File: config.mk
export PLATFORM = sky130hd
export DESIGN_NAME = oc8051_page_guard
export DESIGN_NICKNAME = d
export VERILOG_FILES = /design/src/rtl/oc8051_page_guard.sv
export SDC_FILE = /design/constraint.sdc
export NUM_CORES = 2
export LEC_CHECK = 0
export ABC_AREA = 1
export BUFFER_PORTS_ARGS = -buffer_cell sky130_fd_sc_hd__buf_2
export CORE_UTILIZATION = 42
export CTS_BUF_LIST = sky130_fd_sc_hd__clkbuf_4 sky130_fd_sc_hd__clkbuf_8
export DETAILED_ROUTE_END_ITERATION = 6
export REMOVE_ABC_BUFFERS = 1
export SYNTH_ARGS = -nofsm -noshare
export SYNTH_HDL_FRONTEND = slang
export SYNTH_SLANG_ARGS = --single-unit
File: constraint.sdc
create_clock -name clk -period 55.2 [get_ports clk]
set_input_delay 8.28 -clock clk [delete_from_list [all_inputs] [get_ports clk]]
set_output_delay 8.28 -clock clk [all_outputs]
set_load 0.005 [all_outputs]
File: src/rtl/oc8051_page_guard.sv
// XRAM page protection unit: per-page read/write bitmaps, access checking,
// and a small violation log with interrupt, configured through an XDATA window.
module oc8051_page_guard #(
  parameter int          PAGE_SHIFT = 8,
  parameter logic [15:0] CFG_BASE   = 16'hFF80,
  parameter int          LOG_DEPTH  = 4,
  parameter int          SRC_W      = 3,
  parameter int          PC_LAG     = 4
) (
  input  logic             clk,
  input  logic             rst,
  input  logic [15:0]      pc,
  input  logic [SRC_W-1:0] acc_src,
  input  logic [15:0]      xram_addr,
  input  logic [7:0]       xram_data_in,
  input  logic             xram_stb,
  input  logic             xram_wr,
  input  logic             priv_lvl,
  input  logic             cfg_stb,
  input  logic             cfg_wr,
  output logic             cfg_ack,
  output logic             cfg_addr_range,
  output logic [7:0]       cfg_data_out,
  output logic             wr_en,
  output logic             rd_en,
  output logic             violation,
  output logic             irq
);

  localparam int NPAGES = 1 << (16 - PAGE_SHIFT);
  localparam int NB     = NPAGES / 8;
  localparam int PW     = 16 - PAGE_SHIFT;
  localparam int BW     = PW - 3;
  localparam int AW     = $clog2(LOG_DEPTH);
  localparam logic [15:0] NB16  = 16'(NB);
  localparam logic [15:0] RB16  = 16'(2 * NB);
  localparam logic [15:0] WIN16 = 16'(2 * NB + 8);
  localparam logic [AW:0] DEPTH_C = (AW + 1)'(LOG_DEPTH);

  logic [7:0]       wr_map_q [NB];
  logic [7:0]       rd_map_q [NB];
  logic             enf_q, enf_d;
  logic             irq_en_q, irq_en_d;
  logic             ovf_q, ovf_d;
  logic [7:0]       drops_q, drops_d;
  logic [AW-1:0]    rd_ptr_q, rd_ptr_d;
  logic [AW-1:0]    wr_ptr_q, wr_ptr_d;
  logic [AW:0]      count_q, count_d;
  logic             irq_q, irq_d;
  logic             prev_viol_q;
  logic [15:0]      prev_addr_q;
  logic             prev_wr_q;
  logic             log_wr_q   [LOG_DEPTH];
  logic [SRC_W-1:0] log_src_q  [LOG_DEPTH];
  logic [15:0]      log_addr_q [LOG_DEPTH];
  logic [15:0]      log_pc_q   [LOG_DEPTH];

  logic [PW-1:0] page;
  logic          wr_bit, rd_bit;
  logic [15:0]   off;
  logic [2:0]    reg_sel;
  logic [BW-1:0] map_idx;
  logic          sel_wr_map, sel_rd_map, sel_reg;
  logic          cfg_we, ctrl_we, clr, pop, push, do_write, drop, empty, full;
  logic [15:0]   pc_lag;

  // Permission lookup for the page under the current address
  assign page      = xram_addr[15:PAGE_SHIFT];
  assign wr_bit    = wr_map_q[page[PW-1:3]][page[2:0]];
  assign rd_bit    = rd_map_q[page[PW-1:3]][page[2:0]];
  assign wr_en     = wr_bit || !enf_q;
  assign rd_en     = rd_bit || !enf_q;
  assign violation = xram_stb && enf_q && (xram_wr ? !wr_bit : !rd_bit);

  assign off            = xram_addr - CFG_BASE;
  assign cfg_addr_range = (xram_addr >= CFG_BASE) && (off < WIN16);
  assign cfg_ack        = cfg_stb && cfg_addr_range;
  assign reg_sel        = 3'(off - RB16);
  assign map_idx        = off[BW-1:0];
  assign sel_wr_map     = cfg_addr_range && (off < NB16);
  assign sel_rd_map     = cfg_addr_range && (off >= NB16) && (off < RB16);
  assign sel_reg        = cfg_addr_range && (off >= RB16);

  assign cfg_we   = cfg_ack && cfg_wr && priv_lvl;
  assign ctrl_we  = cfg_we && sel_reg && (reg_sel == 3'd2);
  assign clr      = cfg_we && sel_reg && (reg_sel == 3'd0) && xram_data_in[7];
  assign empty    = (count_q == '0);
  assign full     = (count_q == DEPTH_C);
  assign pop      = cfg_we && sel_reg && (reg_sel == 3'd3) && !empty;
  // A strobe held on the same faulting access is logged only once
  assign push     = violation &&
                    !(prev_viol_q && (xram_addr == prev_addr_q) && (xram_wr == prev_wr_q));
  assign do_write = push && (!full || pop);
  assign drop     = push && full && !pop;
  assign irq      = irq_q;

  generate
    if (PC_LAG == 0) begin : g_no_lag
      assign pc_lag = pc;
    end else begin : g_lag
      logic [15:0] pc_dly_q [PC_LAG];
      always_ff @(posedge clk or posedge rst) begin
        if (rst) begin
          for (int i = 0; i < PC_LAG; i++) pc_dly_q[i] <= 16'h0000;
        end else begin
          pc_dly_q[0] <= pc;
          for (int i = 1; i < PC_LAG; i++) pc_dly_q[i] <= pc_dly_q[i-1];
        end
      end
      assign pc_lag = pc_dly_q[PC_LAG-1];
    end
  endgenerate

  always_comb begin
    count_d  = count_q;
    rd_ptr_d = rd_ptr_q;
    wr_ptr_d = wr_ptr_q;
    ovf_d    = ovf_q;
    drops_d  = drops_q;
    enf_d    = enf_q;
    irq_en_d = irq_en_q;
    if (do_write) wr_ptr_d = wr_ptr_q + 1'b1;
    if (pop)      rd_ptr_d = rd_ptr_q + 1'b1;
    if (do_write && !pop)      count_d = count_q + 1'b1;
    else if (!do_write && pop) count_d = count_q - 1'b1;
    if (clr) begin
      ovf_d   = 1'b0;
      drops_d = 8'h00;
    end
    if (drop) begin
      ovf_d = 1'b1;
      if (drops_d != 8'hFF) drops_d = drops_d + 8'h01;
    end
    if (ctrl_we) begin
      enf_d    = xram_data_in[0];
      irq_en_d = xram_data_in[1];
    end
    // Interrupt tracks the post-edge log state so it moves with push/pop
    irq_d = irq_en_d && ((count_d != '0) || ovf_d);
  end

  always_ff @(posedge clk or posedge rst) begin
    if (rst) begin
      for (int i = 0; i < NB; i++) begin
        wr_map_q[i] <= 8'hFF;
        rd_map_q[i] <= 8'hFF;
      end
      for (int i = 0; i < LOG_DEPTH; i++) begin
        log_wr_q[i]   <= 1'b0;
        log_src_q[i]  <= '0;
        log_addr_q[i] <= 16'h0000;
        log_pc_q[i]   <= 16'h0000;
      end
      enf_q       <= 1'b1;
      irq_en_q    <= 1'b1;
      ovf_q       <= 1'b0;
      drops_q     <= 8'h00;
      rd_ptr_q    <= '0;
      wr_ptr_q    <= '0;
      count_q     <= '0;
      irq_q       <= 1'b0;
      prev_viol_q <= 1'b0;
      prev_addr_q <= 16'h0000;
      prev_wr_q   <= 1'b0;
    end else begin
      if (cfg_we && sel_wr_map) wr_map_q[map_idx] <= xram_data_in;
      if (cfg_we && sel_rd_map) rd_map_q[map_idx] <= xram_data_in;
      if (do_write) begin
        log_wr_q[wr_ptr_q]   <= xram_wr;
        log_src_q[wr_ptr_q]  <= acc_src;
        log_addr_q[wr_ptr_q] <= xram_addr;
        log_pc_q[wr_ptr_q]   <= pc_lag;
      end
      enf_q       <= enf_d;
      irq_en_q    <= irq_en_d;
      ovf_q       <= ovf_d;
      drops_q     <= drops_d;
      rd_ptr_q    <= rd_ptr_d;
      wr_ptr_q    <= wr_ptr_d;
      count_q     <= count_d;
      irq_q       <= irq_d;
      prev_viol_q <= violation;
      prev_addr_q <= xram_addr;
      prev_wr_q   <= xram_wr;
    end
  end

  always_comb begin
    cfg_data_out = 8'h00;
    if (sel_wr_map) begin
      cfg_data_out = wr_map_q[map_idx];
    end else if (sel_rd_map) begin
      cfg_data_out = rd_map_q[map_idx];
    end else if (sel_reg) begin
      case (reg_sel)
        3'd0: cfg_data_out = {ovf_q, empty, 6'(count_q)};
        3'd1: cfg_data_out = drops_q;
        3'd2: cfg_data_out = {6'b000000, irq_en_q, enf_q};
        3'd3: cfg_data_out = empty ? 8'h00 : {log_wr_q[rd_ptr_q], 2'b00, 5'(log_src_q[rd_ptr_q])};
        3'd4: cfg_data_out = empty ? 8'h00 : log_addr_q[rd_ptr_q][15:8];
        3'd5: cfg_data_out = empty ? 8'h00 : log_addr_q[rd_ptr_q][7:0];
        3'd6: cfg_data_out = empty ? 8'h00 : log_pc_q[rd_ptr_q][15:8];
        default: cfg_data_out = empty ? 8'h00 : log_pc_q[rd_ptr_q][7:0];
      endcase
    end
  end

endmodule

==> flow_summary.ini <==
[yosys]
synth_common_cells = 858 x inv_1, 751 x nand2_1, 514 x dfstp_2, 512 x mux2i_1, 285 x nand3_1
synth.most_common_cell = inv_1
ys.flop_type = dfstp_2
synth_cells = 4767
netlist_top_cells_area = dfstp_2 32%, dfrtp_1 14%, mux2i_1 12%
synth.distinct_cells = 59
avgSynthCellArea_um2 = 8.85
synth_top_cell_by_area = dfstp_2
synth_seq_area_share = 0.465
synthArstFlopShare = 1.00
synth-seq-cells = 757
synth_edf_count = 0
yosysWarnings = 0
yosysTopAreaCellShare = 0.320
synthesis.area_um2 = 42200

[global_routing]
grt_pass1_vias = 33000
grt_overflow_total = 0
grt_antenna_before_repair = 3
grt_max_degree = 183
grt_pass1_wl_um = 214000
grtUsageTotal = 0.279

[critical_path]
cp_data_arrival_time_ns = 12.47
crit_fanout = 61
end_kind = primary output
crit_chain = buf_2, inv_1, nand2_2, buf_4, inv_4, buf_4, nand2_1, o2111ai_1, o21ai_0, nand4_1, nand2_1, o21ai_0, buf_2
cp_slowest_cell = o21ai_0
start_kind = input pin
critical_path_class = in -> out
cp.required_ns = 46.92
cpPeakStageDelay_ns = 1.00

[drt]
vias = 34000
vias_per_cell = 5.54
drtPass1Iterations = 7
wl_per_cell_um = 23.2
final_antenna_net_count = 0
wl_um = 142000
drt-initial-drc-count = 3819
drc_errors = 16

[sta]
fmax_mhz = 48.2
slew_headroom = 0.172
timing.hold.ws_ns = 0.343
setup_violations = 0
rsz0062_at_grt = no
finalHoldViolations = 0
fin_crit_sh = 0.376
final_max_slew_viol_count = 0
fin_worst_skew_ns = 0.0403
fin_tns_setup_ns = 0
worst_slew_pin_slew_ns = 1.23
min_period_ns = 20.75

[power]
p_leak_nw = 22.6
powerDensity_nw_per_um2 = 31.1
vdd_drop_max_v = 0.0000301

[clock_network]
cts_buffers = 137
postCtsSetupBuffers = 0
cts_tree = built
cts-resized-gates = 0
cts-htree-levels = 4
clk_pin_slew_ns = 0.05
clk_latency_ns = 0.84
cts-hold-fix-buffers = 0
cts_num_sinks = 757
clockRootBuffer = clkbuf_8
cts_buffer_depth = 3

[floorplan]
rows = 115
start_util = 0.427
die_w_um = 319
fp.dieH_um = 319
ios = 64
die_area_um2 = 102000
core_area_um2 = 98900

[cells_and_area]
n_fill_cell = 9544
syn2layout_area_growth_pct = 9.71
layout.nets = 4796
fin_util = 0.468
layoutNonFillerInstCount = 6139
drive_above_1_share = 0.212

[run_status]
violations = DRC
outcome = complete, but fails checks

[placement]
finalWeightedCongestion = 0.943
place_inst = 5884
dpl.hpwl_um = 88800
port_buffers = 63

[run]
cap_violations = 0

[min_path]
worst_hold_path_type = reg -> reg
## metrics by stage
| step | setup slack [ns] | cell area (um^2) | total power, mW |
|---|---|---|---|
| 6_report | 34.45 | 46300 | 1.44 |
| 5_1_grt | 34.35 | 46300 | 1.50 |
| 4_1_cts | 34.66 | 46300 | 1.44 |
| 3_5_place_dp | 34.68 | 43200 | 0.860 |
| 3_3_place_gp | 34.70 | 43200 | 0.854 |
| 2_1_floorplan | 26.52 | 40800 | 0.773 |
## placed cells by master (no fill, tap or decap), types with 32 or more instances in the layout
master and count:
buf_2 61, clkbuf_4 55, nand2_1 749, dfstp_2 514
a22oi_1 68, inv_1 857, nor2_1 277, dfrtp_1 242
o211ai_1 33, mux2i_1 512, clkbuf_8 168, buf_4 61
o21ai_1 34, o21ai_0 248, a221oi_1 64, nor2_8 61
a21oi_1 183, o21a_1 32, nand3_1 285, o22ai_1 61
## layer usage
layer  global-route usage  part of all wire
met1                0.384              0.43
met2                0.417              0.44
met3               0.0509             0.085
met4                0.147             0.053
met5                    0                 0
## worst paths after layout
path	from	end	slack, ns	depth (start not counted)
min in group asynchronous	rst	g_lag.pc_dly_q[33]	7.70	2
hold / removal	g_lag.pc_dly_q[21]	pc_lag[5]	0.34	0
max in group asynchronous	rst	rd_map_q[115]	44.57	5
setup reg to reg	wr_map_q[37]	log_pc_q[5]	51.12	21
setup / recovery	xram_addr[1]	cfg_data_out[5]	34.45	13
hold reg to reg	g_lag.pc_dly_q[21]	pc_lag[5]	0.34	0
## worst max-delay path: cells and delay by family
family	cells	cell delay [ns]
AND/OR/NAND/NOR	4	0.86
AO/OA/AOI/OAI	3	1.41
buffers and inverters	6	1.85
## state kept, by name (all words and copies together), names as in the netlist, 2 cells and up
name / count
rd_map_q: 256
pc_lag: 16
count_q: 3
drops_q: 8
wr_ptr_q: 2
g_lag.pc_dly_q: 48
log_addr_q: 64
rd_ptr_q: 2
log_pc_q: 64
wr_map_q: 256
log_src_q: 12
log_wr_q: 4
prev_addr_q: 16
## power breakdown
part | internal [mW] | switching, mW
Sequential | 0.617 | 0.0250
Clock | 0.329 | 0.253
Combinational | 0.0665 | 0.146
## logic make-up after synthesis
family | after synthesis | share of synthesized area
adders and majority gates | 10 | 0.00297
xor gates and xnor gates | 26 | 0.00540
and+or+nand+nor | 1442 | 0.166
AOI/OAI and AO/OA | 801 | 0.117
buffers and inverters | 1177 | 0.112
muxes | 554 | 0.133
DFF | 757 | 0.465
## area by class of cell
class,count,area [um^2],share of cell area
inverters,882,3340,0.0722
flip-flops and latches,757,19600,0.423
clock inverters,30,285,0.00617
clock buffers,223,2730,0.0589
multi-input cells,2833,17900,0.387
well taps,1287,1610,0.0348
repair buffers,125,810,0.0175
diodes,2,5.00,0.000108
No activity file was read; power rests on OpenSTA's default activity.
